$ cat src/rtl/rxshift.sv
// rxshift: USRT receive deserializer; samples the synchronised line on bit-clock falling edges.
// Optional parity checking (o_Parity_Err, i_Parity_Odd) is built when RXSHIFT_PARITY_EN is defined.
module rxshift #(
    parameter int SYNC_STAGES = 2
) (
    input  logic        i_Clk,
    input  logic        i_Rst,
    input  logic        i_Enable,
    input  logic [3:0]  i_Count,
    input  logic        i_Bclk,
    input  logic        i_Rx_Serial,
    input  logic        i_Read,
`ifdef RXSHIFT_PARITY_EN
    input  logic        i_Parity_Odd,
    output logic        o_Parity_Err,
`endif
    output logic [10:0] o_Frame,
    output logic        o_Valid,
    output logic        o_Frame_Err,
    output logic        o_Overrun,
    output logic        o_Busy
);

    typedef enum logic [1:0] {
        IDLE  = 2'd0,
        SHIFT = 2'd1,
        DONE  = 2'd2
    } state_t;

    state_t                 state;
    logic [SYNC_STAGES-1:0] bclk_p0;
    logic [SYNC_STAGES-1:0] rx_p0;
    logic                   bclk_p1;
    logic                   bclk_cur;
    logic                   rx_bit;
    logic                   fall;
    logic [3:0]             idx;
    logic [3:0]             cnt;
    logic [10:0]            shift_r;

    // Frame length index: 0 would give a start-bit-only frame, so the shortest is two bits.
    function automatic logic [3:0] clamp_count(input logic [3:0] c);
        logic [3:0] r;
        if (c == 4'd0)
            r = 4'd1;
        else if (c > 4'd10)
            r = 4'd10;
        else
            r = c;
        return r;
    endfunction

    function automatic logic [10:0] frame_mask(input logic [3:0] c);
        logic [10:0] m;
        m = '0;
        for (int i = 0; i < 11; i++)
            m[i] = (4'(i) <= c);
        return m;
    endfunction

`ifdef RXSHIFT_PARITY_EN
    // XOR of bits 1..c-1: the data bits plus the parity bit that sits just before the stop bit.
    function automatic logic parity_of(input logic [10:0] s, input logic [3:0] c);
        logic p;
        p = 1'b0;
        for (int i = 1; i < 11; i++)
            if (4'(i) < c)
                p = p ^ s[i];
        return p;
    endfunction
`endif

    // ---- synchroniser stage: line clock and data into the i_Clk domain ----
    always_ff @(posedge i_Clk or posedge i_Rst) begin
        if (i_Rst) begin
            bclk_p0 <= '1;
            rx_p0   <= '1;
            bclk_p1 <= 1'b1;
        end else begin
            bclk_p0 <= {bclk_p0[SYNC_STAGES-2:0], i_Bclk};
            rx_p0   <= {rx_p0[SYNC_STAGES-2:0], i_Rx_Serial};
            bclk_p1 <= bclk_cur;
        end
    end

    assign bclk_cur = bclk_p0[SYNC_STAGES-1];
    assign rx_bit   = rx_p0[SYNC_STAGES-1];
    assign fall     = bclk_p1 & ~bclk_cur;
    assign o_Busy   = (state == SHIFT);

    // ---- frame stage: shift register FSM and host-side holding register ----
    always_ff @(posedge i_Clk or posedge i_Rst) begin
        if (i_Rst) begin
            state        <= IDLE;
            idx          <= 4'd0;
            cnt          <= 4'd1;
            shift_r      <= '0;
            o_Frame      <= '0;
            o_Valid      <= 1'b0;
            o_Frame_Err  <= 1'b0;
            o_Overrun    <= 1'b0;
`ifdef RXSHIFT_PARITY_EN
            o_Parity_Err <= 1'b0;
`endif
        end else begin
            o_Overrun <= 1'b0;
            if (i_Read && o_Valid)
                o_Valid <= 1'b0;

            case (state)
                IDLE: begin
                    if (i_Enable && fall && !rx_bit) begin
                        shift_r <= '0;
                        idx     <= 4'd1;
                        cnt     <= clamp_count(i_Count);
                        state   <= SHIFT;
                    end
                end

                SHIFT: begin
                    if (!i_Enable) begin
                        state <= IDLE;
                    end else if (fall) begin
                        shift_r[idx] <= rx_bit;
                        if (idx == cnt)
                            state <= DONE;
                        else
                            idx <= idx + 4'd1;
                    end
                end

                DONE: begin
                    state <= IDLE;
                    // A load in the same cycle as a read wins, so o_Valid stays set.
                    if (i_Enable) begin
                        if (!o_Valid || i_Read) begin
                            o_Frame     <= shift_r & frame_mask(cnt);
                            o_Valid     <= 1'b1;
                            o_Frame_Err <= shift_r[0] | ~shift_r[cnt];
`ifdef RXSHIFT_PARITY_EN
                            o_Parity_Err <= (cnt < 4'd3) ? 1'b0
                                          : (parity_of(shift_r, cnt) != i_Parity_Odd);
`endif
                        end else begin
                            o_Overrun <= 1'b1;
                        end
                    end
                end

                default: state <= IDLE;
            endcase
        end
    end

endmodule

$ cat config.mk
export PLATFORM = sky130hd
export DESIGN_NAME = rxshift
export DESIGN_NICKNAME = d
export VERILOG_FILES = /design/src/rtl/rxshift.sv
export SDC_FILE = /design/constraint.sdc
export NUM_CORES = 1
export LEC_CHECK = 0
export BUFFER_PORTS_ARGS = -buffer_cell sky130_fd_sc_hd__buf_2
export CAP_MARGIN = 20
export CORE_UTILIZATION = 40
export CTS_BUF_LIST = sky130_fd_sc_hd__clkbuf_2
export CTS_CLUSTER_DIAMETER = 120
export CTS_CLUSTER_SIZE = 12
export DETAILED_ROUTE_END_ITERATION = 8
export GPL_ROUTABILITY_DRIVEN = 0
export REMOVE_ABC_BUFFERS = 1
export SLEW_MARGIN = 0
export SYNTH_ARGS = -nofsm -noshare
export SYNTH_HDL_FRONTEND = slang
export SYNTH_SLANG_ARGS = --single-unit
export TNS_END_PERCENT = 10
$ cat constraint.sdc
create_clock -name i_Clk -period 2.05 [get_ports i_Clk]
set_clock_uncertainty 0.15 [all_clocks]
set_input_delay 0.1025 -clock i_Clk [delete_from_list [all_inputs] [get_ports i_Clk]]
set_output_delay 0.1025 -clock i_Clk [all_outputs]
set_load 0.05 [all_outputs]
==> Word level (Yosys, flattened, before mapping) <==
Index checks and enable logic that the tools add are counted.
{ "totals": {"ff_bits": 40, "inputBits": 10, "output_inout_bits": 15} }
{ "op_classes": {"addsub": 1, "magnitude_cmp": 15, "eq_ne": 9, "mux": 28, "bitwise_logic": 5, "reduce_logical": 15} }
{ "ops": {"columns": ["op", "count"], "rows": [
  ["two-way mux 11 bit", 3],
  ["two-way mux 4 bit", 6],
  ["one-hot mux 11 bit (2 select lines)", 1],
  ["<= comparator 3 x 4 -> 1 bit, first input constant", 4],
  ["<= comparator 4 bit, first input constant", 3],
  ["AND 11 bit", 1],
  ["bitwise mux 11 bit", 1],
  ["less-than comparator 4 x 5 -> 1 bit, second input constant", 2],
  ["two-way mux 1 bit", 9],
  ["<= comparator 1 x 4 -> 1 bit, first input constant", 2],
  ["<= comparator 2 x 4 -> 1 bit, first input constant", 2],
  ["two-way mux 2 bit", 4],
  ["one-hot mux 4 bit (2 select lines)", 1],
  ["inequality test 2 bit, second input constant", 3],
  ["inequality test 3 x 2 -> 1 bit, second input constant", 2],
  ["AND reduction 3 bit", 2],
  ["AND reduction 5 bit", 1],
  ["adder 4 x 1 -> 4 bit, second input constant", 1],
  ["binary-select mux 1 bit (select 4 bit)", 1],
  ["demux 1 bit (select 4 bit)", 1],
  ["equality test 4 bit", 1],
  [">= comparator 4 x 1 -> 1 bit, second input constant", 1],
  ["> comparator 4 bit, second input constant", 1],
  ["logical AND 1 bit", 4],
  ["other kinds (14)", 16]
]} }

==> Longest topological paths before layout <==
{ "logic_depth": {"depth_word": 8, "ltp_mapped": 5} }

==> Least setup slack after synthesis <==
OpenSTA, ideal clock, no wires.
{ "synth_timing": {"path_kind": "flip-flop to flip-flop", "startpoint": "register cnt[0]", "endpoint": "register o_Frame_Err", "setup_ns": 0.077, "t_arrival_ns": 1.396, "required_ns": 1.823, "path_slack_ns": 0.427, "path_stages_with_launch": 6, "period_less_slack_ns": 1.623, "path_cell_list": "dfstp_2 -> buf_6 -> mux4_2 -> nand3b_1 -> o41ai_1 -> a21oi_1"} }
{ "synth_via": {"elab_chain_cells": 4} }
{ "synth_lines": {"columns": ["item", "line", "rtl"], "rows": [
  ["start: declaration", "38", "logic [3:0] cnt;"],
  ["start signal: assignment", "115", "cnt <= clamp_count(i_Count);"],
  ["binary-select mux 1 bit (select 4 bit)", "139", "o_Frame_Err <= shift_r[0] | ~shift_r[cnt];"],
  ["two-way mux 1 bit (implied by the code)", "139", null],
  ["inverter 1 bit", "139", null],
  ["OR 1 bit", "139", null],
  ["end signal: assignment", "139", null],
  ["end: declaration", "19", "output logic o_Frame_Err,"]
]} }
Every way passes these cells. The select of a mux whose other input is x is not followed.
A chain may end at the register's enable or synchronous reset.

==> Final worst setup path <==
{ "layout_timing": {"startpoint": "input port i_Count[1]", "endpoint": "register cnt[0]"} }
{ "layout_via": {"elab_chain_cells": 3, "word_cells_on_any_way": 4, "cone_classes": "1 x order compare; 2 x mux; 1 x reduce/logical"} }
{ "layout_lines": {"columns": ["item", "line", "rtl"], "rows": [
  ["start: declaration", "9", "input logic [3:0] i_Count,"],
  ["> comparator 4 bit", "46", "else if (c > 4'd10)"],
  ["two-way mux 4 bit", "46", null],
  ["two-way mux 4 bit *", "44", "if (c == 4'd0)"]
]} }
Mark *: on every way between the ends. The rest lies on a longest branch, timed or not.

==> out/results.tsv <==
metric	value	unit
worst_pin_slew	0.7168	ns
dp_hpwl	2571	um
grt_use_total	0.1686	
synth_top_area_share	0.4245	
setup_violations	0	
seq_area_frac_synth	0.5031	
relSlewSlack	0.5189	
first_global_vias	1464	
grt_pass1_wl	6748	um
cpPeakStageDelay	0.56	ns
yosysUniqueCellTypes	45	
insertion_delay	0.38	ns
tns	0	ns
portBuffers	24	
rr_endpoint	o_Frame_Err$_DFFE_PP0P_	
ir_worst_vdd	354.0	uV
synth.avg_cell_area	9.730	um2
ant_nets	0	
cts-buffers-inserted	5	
grt_most_used_layer	met2	
power	1.710	mW
cts.sinks	40	
hold_violations	0	
cp-end-kind	register	
drt-total-wl	3861	um
grt_start_max_net_pins	41	
synth_edf_count	0	
slew_viol_final	0	
cp_common_cell	dlygate4sd3_1	
drv_cap	0	
fmax	499.8	MHz
stdcell_count	311	
cp_max_fo	2	
r2r_cells	4	
place_inst	291	
met2_usage	0.2710	
clockRootBuffer	clkbuf_2	
dr.pass1.iters	4	
nNetsFinal	257	
yosys_warnings	0	
core	0.004786	mm2
slowest_stage	dlygate4sd3_1	
hp-class	in2reg	
critical_path.cell_chain	dlygate4sd3_1 -> buf_2 -> o2bb2ai_2 -> dlygate4sd3_1 -> o21ai_0 -> dlygate4sd3_1 -> o21ai_1	
status	complete, no violations	
detail_route.wl_per_cell	12.41	um
ys_top_cells_by_area	dfrtp_1 42%, nand2_1 8.8%, dfstp_2 7.9%	
synth-seq-cells	40	
r2r_start	cnt[0]$_DFFE_PP1P_	
path_class	in2reg	
rsz0062_at_grt	false	
use_met3	0.04144	
clock_path_buffers	2	
required	2.23	ns
initial_core_util	0.4188	
antenna_found_initial	0	
synthTopCellsByCount	47 x nand2_1, 34 x dfrtp_1, 27 x o21ai_0, 14 x a21oi_1, 8 x inv_1	
yosysMostFrequentCell	nand2_1	
fp.dieH	72.79	um
drc	0	
leakagePower	1.161	nW
grt_overflow_total	0	
final_layout_size_suffix_gt1_frac	0.2090	
cp.arrival	2.18	ns
die_area	0.005298	mm2
synth-async-reset-ratio	1.000	
cp-start-kind	input port	
powerDensity	735.7	mW/mm2
die_w	72.79	um
htreeDepth	2	
diodes	0	
synth_area	0.002004	mm2
timing.final.crit_period	2.001	ns
routed_via_density	5.071	
dr.first_iter.drc_count	104	
netlist_instances	206	
hold_start	i_Bclk	
area_growth	15.98	%
finalCritPeriodShare	0.9759	
min_to	bclk_p0[0]$_DFF_PP1_	
r2r_slack	0.25	ns
vias	1577	
min_path_cells	2	
yosysTopAreaCell	dfrtp_1	
cts_tree	built	
grtUsageMet1	0.2223	
clk_pin_slew_worst_paths	0.18	ns
pin_count	25	
num_rows	25	
hold_ws	0.1828	ns
ys.flop_type	dfrtp_1	
==> power by group <==
group	internal, mW	switching (mW)
registers	0.853	0.106
logic	0.174	0.236
clock network	0.0914	0.250
total	1.12	0.592
==> how the worst max path moves through the flow <==
stage | from | endpoint | slack (ns) | depth (start not counted)
4_1_cts | state[1]$_DFFE_PP0P_ | o_Busy | 0.03 | 3
5_1_grt | i_Count[1] | cnt[0]$_DFFE_PP1P_ | 0.02 | 7
2_1_floorplan | o_Valid$_DFF_PP0_ | o_Frame[0]$_DFFE_PP0P_ | 0.23 | 3
3_3_place_gp | cnt[0]$_DFFE_PP1P_ | o_Frame_Err$_DFFE_PP0P_ | 0.30 | 4
3_5_place_dp | cnt[0]$_DFFE_PP1P_ | o_Frame_Err$_DFFE_PP0P_ | 0.27 | 4
6_report | i_Count[1] | cnt[0]$_DFFE_PP1P_ | 0.05 | 7
==> state kept, by name (all words and copies together) (netlist names) <==
name	cells
o_Frame	11
shift_r	11
cnt	4
idx	4
bclk_p0	2
rx_p0	2
state	2
bclk_p1	1
o_Frame_Err	1
o_Overrun	1
o_Valid	1
==> worst max-delay path, delay by kind of cell <==
| family | cells | cell delay (ns) |
|---|---|---|
| buf+inv | 4 | 1.77 |
| compound gates | 3 | 0.31 |
==> layout by cell type (no fill, tap or decap), types with 3 or more instances in the layout <==
cell and count:
nand2_1 47, dfrtp_1 34, o21ai_0 26, buf_2 24
a21oi_1 14, dlygate4sd3_1 12, inv_1 8, clkbuf_2 7
nor2_1 6, dfstp_2 6, buf_4 5, xnor2_1 4
ha_1 4, nand2b_1 3, mux2i_1 3, nor2b_1 3
==> cell type report <==
cell class                      count  area (um2)
Fill cell                         465        2461
Sequential cell                    40        1008
Clock buffer                        7       35.03
Clock inverter                      1       3.754
Inverter                            8       30.03
Tap cell                           67       83.83
Timing Repair Buffer               41       277.8
Multi-Input combinational cell    147       885.9
==> layer usage <==
layer / share of wire / up-vias
met3: 0.034 / 7
met1: 0.48 / 741
li1: - / 793
met4: 0.015 / 0
met2: 0.47 / 36
met5: 0 / -
==> through the flow <==
step	util	area [um2]	worst slack, ns
final	0.4858	2325	0.04931
after global routing	0.4858	2325	0.01845
after CTS	0.4839	2316	0.02725
after detailed placement	0.4507	2157	0.2667
after global placement	0.4507	2157	0.3011
after floorplan	-	1916	0.2312
==> logic make-up (layout without fill, tap and decap cells) <==
| kind of cell | after synthesis | in the layout | share of synthesized area |
|---|---|---|---|
| muxes | 7 | 7 | 0.05056 |
| xor gates and xnor gates | 4 | 4 | 0.01748 |
| adders and majority gates | 4 | 4 | 0.02497 |
| buffers and inverters | 19 | 57 | 0.05930 |
| DFF | 40 | 40 | 0.5031 |
| AOI/OAI and AO/OA | 57 | 57 | 0.1654 |
| and+or+nand+nor | 75 | 75 | 0.1791 |
==> repair_timing <==
action	CTS	global route
endpoints found under the setup margin	0	2
setup buffers	0	0
hold buffers	12	0
endpoints found under the hold margin	50	0
resized for setup	0	3
Note: power is estimated with default switching activity, not from simulation.
